File: src/rtl/hub75_scan_ctrl_if.sv
// Renderer and panel-side signal bundle for hub75_scan_ctrl.
// master: the scan controller (drives coordinates and panel pins, reads colours).
// slave : the renderer / panel side.
interface hub75_scan_ctrl_if #(
    parameter int NUM_PIXELS = 128,
    parameter int NUM_LINES  = 32
);
    localparam int PIX_W  = $clog2(NUM_PIXELS) + 1;
    localparam int LINE_W = $clog2(NUM_LINES) + 1;
    localparam int ADDR_W = $clog2(NUM_LINES);

    logic [PIX_W-1:0]  pixel_counter_out;
    logic [LINE_W-1:0] line_counter_out;
    logic [2:0]        rgb0_in;
    logic [2:0]        rgb1_in;
    logic [2:0]        rgb0_out;
    logic [2:0]        rgb1_out;
    logic              panel_clk_out;
    logic              panel_lat_out;
    logic              panel_oe_n_out;
    logic [ADDR_W-1:0] panel_addr_out;
    logic              frame_done_out;

    modport master (
        output pixel_counter_out, line_counter_out,
        output rgb0_out, rgb1_out,
        output panel_clk_out, panel_lat_out, panel_oe_n_out, panel_addr_out,
        output frame_done_out,
        input  rgb0_in, rgb1_in
    );

    modport slave (
        input  pixel_counter_out, line_counter_out,
        input  rgb0_out, rgb1_out,
        input  panel_clk_out, panel_lat_out, panel_oe_n_out, panel_addr_out,
        input  frame_done_out,
        output rgb0_in, rgb1_in
    );
endinterface

File: src/rtl/hub75_scan_ctrl.sv
// HUB75 scan sequencer: shifts one row of pixels, blanks, latches, then
// displays it while the next row is shifted in.
// Optional build macro HUB75_DIM_EN adds brightness_in and a 16-step PWM
// gate on oe_n during SHIFT and DISPLAY.
//
// state      | meaning
// -----------+---------------------------------------------------------
// ST_IDLE    | stopped, panel dark, counters cleared, waits for enable
// ST_SHIFT   | clocking pixels out, previous row stays lit if shown
// ST_BLANK   | panel dark, row address updated
// ST_LATCH   | one-cycle latch pulse, marks a row as shown
// ST_DISPLAY | panel lit for the display hold, then next row or idle
module hub75_scan_ctrl #(
    parameter int NUM_PIXELS     = 128,
    parameter int NUM_LINES      = 32,
    parameter int CLK_DIV        = 2,
    parameter int BLANK_CYCLES   = 4,
    parameter int DISPLAY_CYCLES = 64
) (
    input  logic               clk_in,
    input  logic               rst_n_in,
    input  logic               enable_in,
`ifdef HUB75_DIM_EN
    input  logic [3:0]         brightness_in,
`endif
    hub75_scan_ctrl_if.master  bus
);
    localparam int PIX_W  = $clog2(NUM_PIXELS) + 1;
    localparam int LINE_W = $clog2(NUM_LINES) + 1;
    localparam int ADDR_W = $clog2(NUM_LINES);

    localparam int TMR_MAX_A = (CLK_DIV > BLANK_CYCLES) ? CLK_DIV : BLANK_CYCLES;
    localparam int TMR_MAX   = (TMR_MAX_A > DISPLAY_CYCLES) ? TMR_MAX_A : DISPLAY_CYCLES;
    localparam int TMR_W     = $clog2(TMR_MAX);

    localparam logic [TMR_W-1:0]  CLK_LOAD   = TMR_W'(CLK_DIV - 1);
    localparam logic [TMR_W-1:0]  BLANK_LOAD = TMR_W'(BLANK_CYCLES - 1);
    localparam logic [TMR_W-1:0]  DISP_LOAD  = TMR_W'((DISPLAY_CYCLES > 0) ? DISPLAY_CYCLES - 1 : 0);
    localparam logic [PIX_W-1:0]  PIX_LAST   = PIX_W'(NUM_PIXELS - 1);
    localparam logic [LINE_W-1:0] LINE_LAST  = LINE_W'(NUM_LINES - 1);

    typedef enum logic [2:0] {
        ST_IDLE,
        ST_SHIFT,
        ST_BLANK,
        ST_LATCH,
        ST_DISPLAY
    } state_t;

    state_t            state, state_nxt;
    logic [TMR_W-1:0]  tmr, tmr_nxt;
    logic              half, half_nxt;
    logic [PIX_W-1:0]  pixel_cnt, pixel_nxt;
    logic [LINE_W-1:0] line_cnt, line_nxt;
    logic              shown, shown_nxt;
    logic [ADDR_W-1:0] addr, addr_nxt;
    logic [2:0]        rgb0_q, rgb0_nxt;
    logic [2:0]        rgb1_q, rgb1_nxt;
    logic              row_done;
    logic              panel_clk;
    logic              panel_lat;
    logic              base_oe_n;
    logic              frame_done;
    logic              oe_n;

    // state and datapath registers, synchronous reset
    always_ff @(posedge clk_in) begin
        if (!rst_n_in) begin
            state     <= ST_IDLE;
            tmr       <= '0;
            half      <= 1'b0;
            pixel_cnt <= '0;
            line_cnt  <= '0;
            shown     <= 1'b0;
            addr      <= '0;
            rgb0_q    <= '0;
            rgb1_q    <= '0;
        end else begin
            state     <= state_nxt;
            tmr       <= tmr_nxt;
            half      <= half_nxt;
            pixel_cnt <= pixel_nxt;
            line_cnt  <= line_nxt;
            shown     <= shown_nxt;
            addr      <= addr_nxt;
            rgb0_q    <= rgb0_nxt;
            rgb1_q    <= rgb1_nxt;
        end
    end

    // next-state, timer/counter updates and panel strobes
    always_comb begin
        state_nxt  = state;
        tmr_nxt    = tmr;
        half_nxt   = half;
        pixel_nxt  = pixel_cnt;
        line_nxt   = line_cnt;
        shown_nxt  = shown;
        addr_nxt   = addr;
        rgb0_nxt   = rgb0_q;
        rgb1_nxt   = rgb1_q;
        row_done   = 1'b0;
        panel_clk  = 1'b0;
        panel_lat  = 1'b0;
        base_oe_n  = 1'b1;
        frame_done = 1'b0;

        case (state)
            ST_IDLE: begin
                pixel_nxt = '0;
                line_nxt  = '0;
                if (enable_in) begin
                    state_nxt = ST_SHIFT;
                    tmr_nxt   = CLK_LOAD;
                    half_nxt  = 1'b0;
                end
            end
            ST_SHIFT: begin
                panel_clk = half;
                base_oe_n = !shown;
                // renderer output is valid for the current pixel on the first low cycle
                if (!half && (tmr == CLK_LOAD)) begin
                    rgb0_nxt = bus.rgb0_in;
                    rgb1_nxt = bus.rgb1_in;
                end
                if (tmr != '0) begin
                    tmr_nxt = tmr - 1'b1;
                end else if (!half) begin
                    half_nxt = 1'b1;
                    tmr_nxt  = CLK_LOAD;
                end else if (pixel_cnt == PIX_LAST) begin
                    pixel_nxt = '0;
                    half_nxt  = 1'b0;
                    state_nxt = ST_BLANK;
                    tmr_nxt   = BLANK_LOAD;
                end else begin
                    pixel_nxt = pixel_cnt + 1'b1;
                    half_nxt  = 1'b0;
                    tmr_nxt   = CLK_LOAD;
                end
            end
            ST_BLANK: begin
                if (tmr == BLANK_LOAD) begin
                    addr_nxt = line_cnt[ADDR_W-1:0];
                end
                if (tmr != '0) begin
                    tmr_nxt = tmr - 1'b1;
                end else begin
                    state_nxt = ST_LATCH;
                end
            end
            ST_LATCH: begin
                panel_lat = 1'b1;
                shown_nxt = 1'b1;
                // with no display hold the row ends here
                if (DISPLAY_CYCLES == 0) begin
                    row_done = 1'b1;
                end else begin
                    state_nxt = ST_DISPLAY;
                    tmr_nxt   = DISP_LOAD;
                end
            end
            ST_DISPLAY: begin
                base_oe_n = 1'b0;
                if (tmr != '0) begin
                    tmr_nxt = tmr - 1'b1;
                end else begin
                    row_done = 1'b1;
                end
            end
            default: begin
                state_nxt = ST_IDLE;
            end
        endcase

        if (row_done) begin
            frame_done = (line_cnt == LINE_LAST);
            line_nxt   = (line_cnt == LINE_LAST) ? '0 : line_cnt + 1'b1;
            if (enable_in) begin
                state_nxt = ST_SHIFT;
                tmr_nxt   = CLK_LOAD;
                half_nxt  = 1'b0;
            end else begin
                state_nxt = ST_IDLE;
            end
        end
    end

`ifdef HUB75_DIM_EN
    logic [3:0] pwm;

    // free-running PWM phase for brightness gating
    always_ff @(posedge clk_in) begin
        if (!rst_n_in) begin
            pwm <= '0;
        end else begin
            pwm <= pwm + 1'b1;
        end
    end

    assign oe_n = base_oe_n |
                  (((state == ST_SHIFT) || (state == ST_DISPLAY)) && (pwm >= brightness_in));
`else
    assign oe_n = base_oe_n;
`endif

    assign bus.pixel_counter_out = pixel_cnt;
    assign bus.line_counter_out  = line_cnt;
    assign bus.rgb0_out          = rgb0_q;
    assign bus.rgb1_out          = rgb1_q;
    assign bus.panel_clk_out     = panel_clk;
    assign bus.panel_lat_out     = panel_lat;
    assign bus.panel_oe_n_out    = oe_n;
    assign bus.panel_addr_out    = addr;
    assign bus.frame_done_out    = frame_done;
endmodule

File: src/flat_wrapper.sv
// flat-port wrapper written by rule: the top's interface ports become plain ports
module hub75_scan_ctrl_flat 
#(
    parameter int NUM_PIXELS     = 128,
    parameter int NUM_LINES      = 32,
    parameter int CLK_DIV        = 2,
    parameter int BLANK_CYCLES   = 4,
    parameter int DISPLAY_CYCLES = 64
)
  (clk_in, rst_n_in, enable_in, bus_pixel_counter_out, bus_line_counter_out, bus_rgb0_out, bus_rgb1_out, bus_panel_clk_out, bus_panel_lat_out, bus_panel_oe_n_out, bus_panel_addr_out, bus_frame_done_out, bus_rgb0_in, bus_rgb1_in);
  hub75_scan_ctrl_if #(.NUM_PIXELS(NUM_PIXELS), .NUM_LINES(NUM_LINES)) bus_i ();
  input  logic clk_in;
  input  logic rst_n_in;
  input  logic enable_in;
  output wire logic [$bits(bus_i.pixel_counter_out)-1:0] bus_pixel_counter_out;
  output wire logic [$bits(bus_i.line_counter_out)-1:0] bus_line_counter_out;
  output wire logic [$bits(bus_i.rgb0_out)-1:0] bus_rgb0_out;
  output wire logic [$bits(bus_i.rgb1_out)-1:0] bus_rgb1_out;
  output wire logic [$bits(bus_i.panel_clk_out)-1:0] bus_panel_clk_out;
  output wire logic [$bits(bus_i.panel_lat_out)-1:0] bus_panel_lat_out;
  output wire logic [$bits(bus_i.panel_oe_n_out)-1:0] bus_panel_oe_n_out;
  output wire logic [$bits(bus_i.panel_addr_out)-1:0] bus_panel_addr_out;
  output wire logic [$bits(bus_i.frame_done_out)-1:0] bus_frame_done_out;
  input wire logic [$bits(bus_i.rgb0_in)-1:0] bus_rgb0_in;
  input wire logic [$bits(bus_i.rgb1_in)-1:0] bus_rgb1_in;
  assign bus_pixel_counter_out = bus_i.pixel_counter_out;
  assign bus_line_counter_out = bus_i.line_counter_out;
  assign bus_rgb0_out = bus_i.rgb0_out;
  assign bus_rgb1_out = bus_i.rgb1_out;
  assign bus_panel_clk_out = bus_i.panel_clk_out;
  assign bus_panel_lat_out = bus_i.panel_lat_out;
  assign bus_panel_oe_n_out = bus_i.panel_oe_n_out;
  assign bus_panel_addr_out = bus_i.panel_addr_out;
  assign bus_frame_done_out = bus_i.frame_done_out;
  assign bus_i.rgb0_in = bus_rgb0_in;
  assign bus_i.rgb1_in = bus_rgb1_in;
  hub75_scan_ctrl #(.NUM_PIXELS(NUM_PIXELS), .NUM_LINES(NUM_LINES), .CLK_DIV(CLK_DIV), .BLANK_CYCLES(BLANK_CYCLES), .DISPLAY_CYCLES(DISPLAY_CYCLES)) u_core (.clk_in(clk_in), .rst_n_in(rst_n_in), .enable_in(enable_in), .bus(bus_i));
endmodule
File: config.mk
export PLATFORM = sky130hd
export DESIGN_NAME = hub75_scan_ctrl_flat
export DESIGN_NICKNAME = d
export VERILOG_FILES = /design/src/rtl/hub75_scan_ctrl_if.sv /design/src/rtl/hub75_scan_ctrl.sv /design/src/flat_wrapper.sv
export SDC_FILE = /design/constraint.sdc
export NUM_CORES = 1
export LEC_CHECK = 0
export ABC_AREA = 0
export BUFFER_PORTS_ARGS = -buffer_cell sky130_fd_sc_hd__buf_2
export CORE_ASPECT_RATIO = 0.7
export CORE_UTILIZATION = 50
export CTS_BUF_LIST = sky130_fd_sc_hd__clkbuf_16
export DETAILED_ROUTE_END_ITERATION = 16
export PLACE_DENSITY = 0.71
export SLEW_MARGIN = 10
export SYNTH_ARGS = -nofsm -noshare
export SYNTH_HDL_FRONTEND = slang
export SYNTH_SLANG_ARGS = --single-unit
File: constraint.sdc
create_clock -name clk_in -period 3.9 [get_ports clk_in]
set_input_delay 0 -clock clk_in [delete_from_list [all_inputs] [get_ports clk_in]]
set_output_delay 0 -clock clk_in [all_outputs]
set_load 0.02 [all_outputs]
Word-level counts from Yosys, hierarchy flattened
Index checks and enable logic that the tools add are counted.
Operators by class
  add/sub/neg operators: 3
  eq/ne operators: 16
  muxes and demuxes: 35
  reductions and logical operators: 12
Operators with widths (number)
  6-bit two-way mux: 9
  8-bit two-way mux: 3
  6-bit case mux with 4 select lines: 1
  3-bit two-way mux: 6
  8-bit case mux with 2 select lines: 1
  3-bit case mux with 5 select lines: 1
  1-bit two-way mux: 11
  3-bit by 2-bit inequality test with 1-bit output, second input constant: 3
  8-bit by 1-bit adder with 8-bit output, second input constant: 1
  8-bit by 7-bit == test with 1-bit output, second input constant: 1
  6-bit by 1-bit adder with 6-bit output, second input constant: 1
  3-bit by 2-bit == test with 1-bit output, second input constant: 2
  6-bit by 1-bit == test with 1-bit output, second input constant: 1
  6-bit by 2-bit == test with 1-bit output, second input constant: 1
  6-bit by 5-bit == test with 1-bit output, second input constant: 1
  3-bit by 1-bit inequality test with 1-bit output, second input constant: 2
  6-bit AND reduction: 1
  6-bit nonzero test: 1
  6-bit by 1-bit subtractor with 6-bit output, second input constant: 1
  2-bit by 1-bit inequality test with 1-bit output, second input constant: 2
  1-bit case mux with 2 select lines: 2
  2-bit AND reduction: 2
  2-bit nonzero test: 2
  3-bit by 1-bit == test with 1-bit output, second input constant: 1
  other kinds (8): 9
Word-level totals
  bits in registers: 36
  bits of input ports: 9
  output and inout port bits: 29
  logic and storage cells: 75

Depth between registers and ports, before layout
Gate-level depths: netlist (run 1).
  depth in word-level cells: 7
  mapped depth: 9
  depth with buffers taken out: 9

Worst setup path before layout (run 1)
No wires, ideal clock.
  kind: register to register
  start: register u_core.tmr[1]
  end: register u_core.line_cnt[4] (netlist: u_core.bus.line_counter_out[4])
  library setup time: 0.071 ns
  data arrival time: 1.802 ns
  data required time: 3.829 ns
  setup slack: 2.027 ns
  cell stages (with the launch flop): 8
  buffers on the path: 0
  clock period less this slack: 1.873 ns
  path through: dfxtp_1 inv_1 ha_1 or3b_4 nor2_4 inv_2 or4_1 a21oi_1
Between the ends
  cells in the longest elaborated chain, start to end: 4
  elaborated cells on any way between the ends: 5
  those cells by class: mux: 3; reduce/logical: 2
Ends and longest elaborated chain
  start, declared: RTL line hub75_scan_ctrl.sv:51  | logic [TMR_W-1:0] tmr, tmr_nxt;
  start signal, assigned: RTL line hub75_scan_ctrl.sv:80  | tmr <= tmr_nxt;
  6-bit nonzero test (*): RTL line hub75_scan_ctrl.sv:165  | if (tmr != '0) begin
  1-bit two-way mux (*): RTL line hub75_scan_ctrl.sv:165
  1-bit two-way mux (*): RTL line hub75_scan_ctrl.sv:108  | case (state)
  6-bit two-way mux or 2-bit nonzero test (tied branches)
  end signal, assigned: RTL line hub75_scan_ctrl.sv:83  | line_cnt <= line_nxt;
  end, declared: RTL line hub75_scan_ctrl.sv:54  | logic [LINE_W-1:0] line_cnt, line_nxt;
Mark *: on every way between the ends. The rest lies on a longest branch, timed or not.
A chain may end at the register's enable or synchronous reset.

Worst setup path in the final report (run 1)
  start: register u_core.tmr[1]
  end: register u_core.pixel_cnt[5] (netlist: u_core.bus.pixel_counter_out[5])
Between the ends
  cells in the longest elaborated chain, start to end: 3
Ends and longest elaborated chain
  6-bit nonzero test: RTL line hub75_scan_ctrl.sv:126  | if (tmr != '0) begin
  2-bit inequality test (no line)
  3-bit AND reduction (no line)
  end signal, assigned: RTL line hub75_scan_ctrl.sv:82  | pixel_cnt <= pixel_nxt;
  end, declared: RTL line hub75_scan_ctrl.sv:53  | logic [PIX_W-1:0] pixel_cnt, pixel_nxt;
Every way passes these cells.

==> results_dict.tcl, run 1 <==
set metrics [dict create \
    cts_buffer_depth 2 \
    post_cts_buffers 0 \
    post-route-drc-count 0 \
    crit_type "reg2reg" \
    grt_usage 0.267 \
    num_io_pins 38 \
    finalWirelength_um 5480 \
    switching_power_w 0.000259 \
    setup_tns_ps 0 \
    fmax_mhz 374 \
    drtPass1Iterations 4 \
    die_y_um 56.3 \
    async_flop_share 0 \
    r2r-start "u_core.tmr[1]" \
    overflow 0 \
    finalNonFillerCells 351 \
    p_leak_nw 1.05 \
    peakVddDrop_mv 0.272 \
    clock-sinks 36 \
    grt_pass1_wl_um 9300 \
    finalCriticalPeriod_ps 2680 \
    syn_to_final_growth_pct 19.0 \
    synth_seq_cells 36 \
    n_antenna_cell 0 \
    status "finished, final reports clean" \
    drt-initial-drc-count 289 \
    endpoint_kind "flip-flop" \
    portBuffers 37 \
    netlist_instances 261 \
    fin_util 0.631 \
    fillers 326 \
    antenna_found_initial 0 \
    cts_tree "built" \
    cp-start-kind "flip-flop" \
    cts_hold_buf 6 \
    syn_area_per_cell_um2 8.06 \
    initial_core_util 0.530 \
    htreeDepth 2 \
    p_per_area_nw_per_um2 370 \
    clk_pin_slew_worst_paths_ps 60 \
    final_layout_size_suffix_gt1_frac 0.187 \
    synth-warning-count 0 \
    wire_per_inst_um 15.6 \
    ant_nets 0 \
    dieArea_um2 4470 \
    finalCritPeriodShare 0.686 \
    synthDistinctLibCells 53 \
    slew_headroom 0.287 \
    yosys_most_used_dff "dfxtp_1" \
    power_w 0.000926 \
    cts_root_buf "clkbuf_16" \
    core_um2 3970 \
    fin_skew_ps 6.00 \
    cts_buffers 5 \
    required_ps 4070 \
    hold_viol_final 0 \
    rsz0062_at_grt "no" \
    p_sw_frac 0.280 \
    hold_path.class "in2reg" \
    grt_pass1_vias 1933 \
    cap_violations 0 \
    slew_violations 0 \
    synth_edf_count 0 \
    layout_common_cells "37 x buf_2, 36 x dfxtp_1, 26 x nor2_1" \
    routed_via_density 6.13 \
    die_x_um 79.5 \
    gp_congestion 0.867 \
    rows 19 \
    post-place-cells 337 \
    seq_area_um2 721 \
    mappedNetlistNets 276 \
    stdcell_area_um2 2500 \
    multiInputGateArea_um2 1270 \
    critical_path.startpoint "u_core.tmr[1]" \
    syn_area_um2 2100 \
    clock_latency_ps 290 \
    ctsResizeCount 0 \
    worstHoldStart "rst_n_in" \
    setup_violations 0 \
    grt_max_degree 29 \
    power.internal_w 0.000666 \
    seq_area_frac_synth 0.343 \
    power_frac_comb 0.151 \
    tightest_slew_ps 1060 \
    seqPwrFrac 0.421 \
    dpl_cell_area_um2 2300 \
    clkPwrFrac 0.428 \
    mostFrequentLayoutCell "buf_2" \
    critPathArrivalTime_ps 2850 \
    dpl.hpwl_um 3730 \
    dr_total_vias 2151 \
    nets 313 \
    critPathMaxFanout 14 \
]
stage by stage:
step | setup slack, ps | hold slack (ps)
floorplan | 2030 | 144
detailed placement | 1280 | 245
global route | 973 | 70.2
finish | 1220 | 41.2
global placement | 1420 | 230
CTS | 1250 | 32.2
worst max-delay path, cell delays in order, from the launching register on:
cell and delay (ps):
dfxtp_1 370, inv_1 140, ha_1 380, nor4b_2 270, a41oi_1 500, or4_1 650, a221oi_1 250
layout make-up:
| cell class | instances | area share |
|---|---|---|
| clock inverters | 3 | 0.00750 |
| flip-flops and latches | 36 | 0.288 |
| multi-input cells | 199 | 0.508 |
| clock buffers | 5 | 0.0500 |
| repair buffers | 45 | 0.104 |
| well taps | 52 | 0.0260 |
| inverters | 11 | 0.0165 |
per-layer routing:
layer / track usage / part of all wire / vias up
li1: - / - / 1054
met1: 0.409 / 0.51 / 988
met2: 0.350 / 0.40 / 101
met3: 0.0715 / 0.080 / 8
met4: 0.0961 / 0.013 / 0
met5: 0 / 0 / -
power groups by stage:
stage          registers (W)  logic (W)  clock network, W
6_report            0.000389   0.000140          0.000396
5_1_grt             0.000391   0.000154          0.000415
4_1_cts             0.000389   0.000137          0.000404
3_5_place_dp        0.000396   0.000132                 0
3_3_place_gp        0.000396   0.000131                 0
2_1_floorplan       0.000398  0.0000986                 0
state kept, by name, indices dropped and copies added, names as in the netlist:
name,flops
u_core.shown,1
u_core.state,3
u_core.half,1
u_core.bus.rgb1_out,3
u_core.bus.panel_addr_out,5
u_core.bus.rgb0_out,3
u_core.bus.pixel_counter_out,8
u_core.bus.line_counter_out,6
u_core.tmr,6
Yosys cell counts (all sizes together), types with 2 or more instances:
cell	number	area, um^2
buf	8	42.5
a21oi	13	65.1
nand3b	2	15.0
nor2b	3	18.8
o311ai	2	17.5
and3	2	12.5
a31oi	5	31.3
or3	9	56.3
o31ai	3	22.5
nor3b	5	37.5
or2	2	12.5
a21boi	2	15.0
nor3	6	30.0
mux2i	12	120
nand2	20	75.1
nand4	4	25.0
o2111ai	2	17.5
a211oi	3	22.5
clkbuf	7	26.3
o22ai	3	18.8
or4	3	22.5
nor2	28	115
or3b	3	28.8
a41oi	3	26.3
nand3	8	40.0
inv	10	37.5
dfxtp	36	721
o211ai	4	30.0
nor4	4	25.0
ha	6	75.1
o21ai	18	90.1
a221oi	8	70.1
o21a	4	30.0
cells by family (layout without fill, tap and decap cells):
kind of cell / Yosys count / in the layout / share of synthesized area
compound gates: 76 / 76 / 0.242
xor+xnor: 2 / 2 / 0.00833
mux: 12 / 12 / 0.0571
fa+ha+maj: 6 / 6 / 0.0357
flops: 36 / 36 / 0.343
buf+inv: 26 / 64 / 0.0523
simple gates: 103 / 103 / 0.262
path summary, 6_finish.rpt:
check	end	slack, ps	depth (start not counted)
max	u_core.bus.pixel_counter_out[5]	1220	6
min	u_core.bus.line_counter_out[5]	40	3
max reg2reg	u_core.bus.pixel_counter_out[5]	1220	6
min reg2reg	u_core.shown	480	2
Power figures use the tool's default switching activity.
==> run 2, diff against run 1 <==
- ABC_AREA: 0 -> 1
- CORE_UTILIZATION: 50 -> 49
- PLACE_DENSITY: 0.71 -> 0.73
- clock period: 3.9 -> 2.3 ns (I/O delays scaled with it)
==> results_dict.tcl, run 2 <==
set metrics [dict create \
    tightest_slew_ps 369 \
    slew_headroom 0.754 \
    cts_tree "built" \
    fin_skew_ps 5.09 \
    yosysTopAreaCell "dfxtp_1" \
    finalCriticalPeriod_ps 1800 \
    grt_pass1_wl_um 7470 \
    largest_register_ffs 8 \
    post-route-drc-count 0 \
    syn_to_final_growth_pct 20.4 \
    finalCritPeriodShare 0.781 \
    drtPass1Iterations 4 \
    hold_path.class "in2reg" \
    seq_area_frac_synth 0.364 \
    endpoint_kind "output pin" \
    stdcell_area_um2 2380 \
    dpl.hpwl_um 3450 \
    rows 18 \
    dieArea_um2 4300 \
    peakVddDrop_mv 0.686 \
    core_um2 3690 \
    critPathMaxFanout 9 \
    synth-compound-area-share 0.159 \
    overflow 0 \
    routed_via_density 5.25 \
    synth_edf_count 0 \
    status "finished, violations left" \
    dr_total_vias 1959 \
    portBuffers 37 \
    fmax_mhz 557 \
    clk_pin_slew_worst_paths_ps 50 \
    clock-sinks 36 \
    slew_violations 0 \
    post-place-cells 363 \
    antenna_found_initial 0 \
    required_ps 2300 \
    synth_most_common_cell "nor2_1" \
    setup_tns_ps 0 \
    gp_congestion 0.864 \
    wire_per_inst_um 12.7 \
    synthXorXnorAreaFrac 0.0221 \
    grt_pass1_vias 1624 \
    synth-simple-area-share 0.348 \
    ant_nets 0 \
    muxShareOfSynthArea 0 \
    p_leak_nw 1.06 \
    violations "negative hold slack" \
    crit_type "reg2out" \
    drt-initial-drc-count 98 \
    finalWirelength_um 4720 \
    yosys-top-cells-area "dfxtp_1 36%, nor2_1 8.9%, nand2_1 8.3%" \
    rsz0062_at_grt "no" \
    netlist_top_cells_count "47 x nor2_1, 44 x nand2_1, 36 x dfxtp_1" \
    cap_violations 0 \
    whs_ps -5.35 \
    dpl_cell_area_um2 2220 \
    mappedNetlistNets 293 \
    synth_top_family_by_area "simple AND/OR/NAND/NOR gates" \
    ctsResizeCount 0 \
    p_per_area_nw_per_um2 1370 \
    cts_root_buf "clkbuf_16" \
    layout_common_cells "47 x nor2_1, 44 x nand2_1, 37 x buf_2" \
    grt_usage 0.233 \
    synth_seq_cells 36 \
    grt_max_degree 22 \
    async_flop_share 0 \
    yosys_most_used_dff "dfxtp_1" \
    critPathArrivalTime_ps 1800 \
    syn_area_um2 1980 \
    synth-warning-count 0 \
    cts_buffer_depth 2 \
    die_y_um 55.2 \
    netlist_instances 278 \
    clock_latency_ps 280 \
    htreeDepth 2 \
    n_antenna_cell 0 \
    nets 338 \
    num_io_pins 38 \
    cp-start-kind "flip-flop" \
    final_layout_size_suffix_gt1_frac 0.220 \
    initial_core_util 0.536 \
    synth_top_cell_area_share 0.364 \
    finalNonFillerCells 373 \
    synth_fa_ha_area_frac 0.0379 \
    die_x_um 78.0 \
    synthDistinctLibCells 36 \
    hold_viol_final 1 \
    cts_buffers 5 \
    mostFrequentLayoutCell "nor2_1" \
    syn_area_per_cell_um2 7.12 \
    setup_violations 0 \
]
## run 2: cell count changes after synthesis, sizes merged, moves of 8 or more
| cell | delta |
|---|---|
| mux2i | -12 |
| or3 | -9 |
| inv | +23 |
| nor2 | +28 |
| a21oi | +12 |
| a221oi | -8 |
| o21ai | +11 |
| nand2 | +31 |
| buf | -8 |
## run 2: metrics by stage
stage | utilization | worst slack [ps] | power, W
after floorplan | - | 785 | 0.00225
after global placement | 0.601 | 682 | 0.00258
after detailed placement | 0.601 | 604 | 0.00261
after CTS | 0.645 | 515 | 0.00326
after global routing | 0.645 | 377 | 0.00351
final | 0.645 | 504 | 0.00327
## run 2: area by class of cell
class | instances | area [um^2]
fill | 346 | 1310
multi-input combinational | 207 | 1120
sequential | 36 | 721
timing repair buffer | 40 | 215
inverter | 33 | 129
clock buffer | 5 | 125
tap | 50 | 62.6
clock inverter | 2 | 8.76
## run 2: worst max-delay path, stage by stage (launching register included)
cell and delay, ps:
dfxtp_1 340, inv_1 150, ha_1 270, nand3_4 200, nor2_4 230, inv_1 80
nor2_1 90, buf_2 160
## run 2: repair_timing
item | CTS | global route
endpoints found under the hold margin | 3 | 0
endpoints found under the setup margin | 0 | 0
setup buffers | 0 | 0
hold buffers | 3 | 0
## run 2: per-layer routing
metal	GRT usage	vias up	wire, um	part of all wire
li1	-	1002	-	-
met1	0.313	881	2320	0.49
met2	0.378	69	1970	0.42
met3	0.0574	7	376	0.080
met4	0.0710	0	47	0.010
met5	0	-	0	0
## run 2: final timing paths
kind | slack, ps | cells past startpoint | start | endpoint
max reg2reg | 520 | 9 | u_core.tmr[1] | u_core.tmr[3]
min | -5 | 3 | bus_rgb1_in[1] | u_core.bus.rgb1_out[1]
min reg2reg | 480 | 2 | u_core.bus.rgb0_out[2] | u_core.bus.rgb0_out[2]
max | 500 | 7 | u_core.tmr[1] | bus_frame_done_out
## run 2: kinds of logic after synthesis
family | Yosys count
AO/OA/AOI/OAI | 58
buffers and inverters | 35
XOR/XNOR | 5
flip-flops | 36
adder cells (fa/ha/maj) | 6
AND/OR/NAND/NOR | 138
## run 2: where the power goes
group | leakage (nW) | total (W) | switching, W | internal [W]
Clock | 0.0709 | 0.000628 | 0.000239 | 0.000389
Sequential | 0.292 | 0.000890 | 0.000143 | 0.000747
Combinational | 0.701 | 0.00175 | 0.00118 | 0.000570
Total | 1.06 | 0.00327 | 0.00156 | 0.00171
==> run 3, diff against run 2 <==
- clock period: 2.3 -> 1.6 ns (I/O delays scaled with it)
==> results_dict.tcl, run 3 (same netlist as run 2, synthesis figures left out) <==
set metrics [dict create \
    status "finished, violations left" \
    violations "negative hold slack" \
    p_leak_nw 1.15 \
    peakVddDrop_mv 1.33 \
    cp_slowest_stage_delay_ps 330 \
    grt_max_degree 22 \
    portBuffers 37 \
    critPathArrivalTime_ps 1730 \
    grt_pass1_wl_um 7810 \
    r2r-start "u_core.tmr[1]" \
    worstPathBufferInverterCount 2 \
    cap_violations 0 \
    overflow 0 \
    syn_to_final_growth_pct 30.1 \
    antenna_found_initial 0 \
    clock-sinks 36 \
    dr_total_vias 2015 \
    wire_per_inst_um 12.8 \
    slew_violations 0 \
    cp_slowest_cell "dfxtp_1" \
    crit_top_cell "nor2_1" \
    n_antenna_cell 0 \
    core_um2 3690 \
    setup_violations 0 \
    drtPass1Iterations 5 \
    die_x_um 78.0 \
    die_y_um 55.2 \
    ant_nets 0 \
    fin_skew_ps 2.36 \
    grt_usage 0.241 \
    dpl.hpwl_um 3540 \
    grt_pass1_vias 1676 \
    cp-start-kind "flip-flop" \
    rsz0062_at_grt "no" \
    tightest_slew_ps 355 \
    drt-initial-drc-count 124 \
    initial_core_util 0.536 \
    mostFrequentLayoutCell "nor2_1" \
    whs_endpoint "u_core.bus.rgb1_out[0]" \
    hold_depth 3 \
    clk_pin_slew_worst_paths_ps 60 \
    finalWirelength_um 4980 \
    hold_path.class "in2reg" \
    critPathMaxFanout 6 \
    required_ps 1820 \
    gp_congestion 0.842 \
    p_per_area_nw_per_um2 2020 \
    layout_common_cells "47 x nor2_1, 44 x nand2_1, 36 x buf_2" \
    rrSetupSlack_ps 80 \
    slew_headroom 0.763 \
    endpoint_kind "flip-flop" \
    path_cells "inv_1 -> ha_4 -> nand3_4 -> buf_4 -> a21oi_4 -> nand2_2 -> nor2_4 -> nor2_1 -> nor2_1" \
    num_io_pins 38 \
    largest_register_ffs 8 \
    nets 353 \
    finalCritPeriodShare 0.947 \
    setup_tns_ps 0 \
    r2r_cells 9 \
    rr_endpoint "u_core.state[2]" \
    fmax_mhz 660 \
    dieArea_um2 4300 \
    cts_buffer_depth 2 \
    finalCriticalPeriod_ps 1520 \
    rows 18 \
    hold_viol_final 1 \
    cts_buffers 5 \
    worstHoldStart "bus_rgb1_in[0]" \
    cts_root_buf "clkbuf_16" \
    clock_latency_ps 280 \
    routed_via_density 5.18 \
    fillers 303 \
    crit_family "simple AND/OR/NAND/NOR gates" \
    final_layout_size_suffix_gt1_frac 0.268 \
    post-route-drc-count 0 \
    whs_ps -0.392 \
    power_w 0.00520 \
    crit_type "reg2reg" \
    htreeDepth 2 \
    cts_tree "built" \
]
==> run 3: area by class of cell <==
cell class / instances / area [um^2] / area share
sequential: 36 / 722 / 0.280
inverter: 33 / 129 / 0.0500
multi-input combinational: 207 / 1160 / 0.450
clock buffer: 5 / 125 / 0.0486
tap: 50 / 62.6 / 0.0243
clock inverter: 3 / 42.5 / 0.0165
timing repair buffer: 55 / 335 / 0.130
==> run 3: worst register-to-register path, stage by stage (launching register included) <==
cell and delay, ps:
dfxtp_1 330, inv_1 120, ha_4 160, nand3_4 140
buf_4 200, a21oi_4 180, nand2_2 80, nor2_4 100
nor2_1 40, nor2_1 100
==> run 3: power breakdown <==
group | switching, W | internal (W)
combinational | 0.00179 | 0.00105
sequential | 0.000190 | 0.00107
clock | 0.000373 | 0.000731
==> run 3: worst max-delay path by stage <==
| stage | start | end | slack, ps | depth (start not counted) |
|---|---|---|---|---|
| after floorplan | u_core.tmr[1] | u_core.tmr[0] | 80 | 8 |
| after global placement | u_core.bus.pixel_counter_out[0] | u_core.state[2] | 60 | 7 |
| after detailed placement | u_core.tmr[1] | u_core.tmr[1] | 40 | 9 |
| after CTS | u_core.bus.pixel_counter_out[0] | u_core.state[2] | 5 | 7 |
| after global routing | u_core.tmr[1] | u_core.state[2] | 6 | 9 |
| final | u_core.tmr[1] | u_core.state[2] | 80 | 9 |
==> run 3: timing repair <==
item / CTS / global route
hold buffers: 5 / 0
setup endpoints to repair: 1 / 21
resized for setup: 0 / 9
buffers inserted: 4 / 1
pin swaps: 1 / 1
endpoints found under the hold margin: 5 / 0
==> run 3: metal layers <==
layer | global-route usage | vias up | share of wire
met5 | 0 | - | 0
met4 | 0.0648 | 0 | 0.0058
met3 | 0.0508 | 4 | 0.058
met2 | 0.373 | 62 | 0.41
met1 | 0.344 | 918 | 0.52
li1 | - | 1031 | -
==> run 3: stage by stage <==
step / util / hold slack (ps) / setup WS [ps] / cell area (um^2) / cells
after floorplan: - / 164 / 84.8 / 1980 / 278
after global placement: 0.617 / 253 / 61.4 / 2280 / 371
after detailed placement: 0.617 / 263 / 35.5 / 2280 / 371
after CTS: 0.684 / 0.500 / 4.55 / 2530 / 388
after global routing: 0.697 / 31.8 / 6.27 / 2570 / 389
final: 0.697 / -0.392 / 84.1 / 2570 / 389
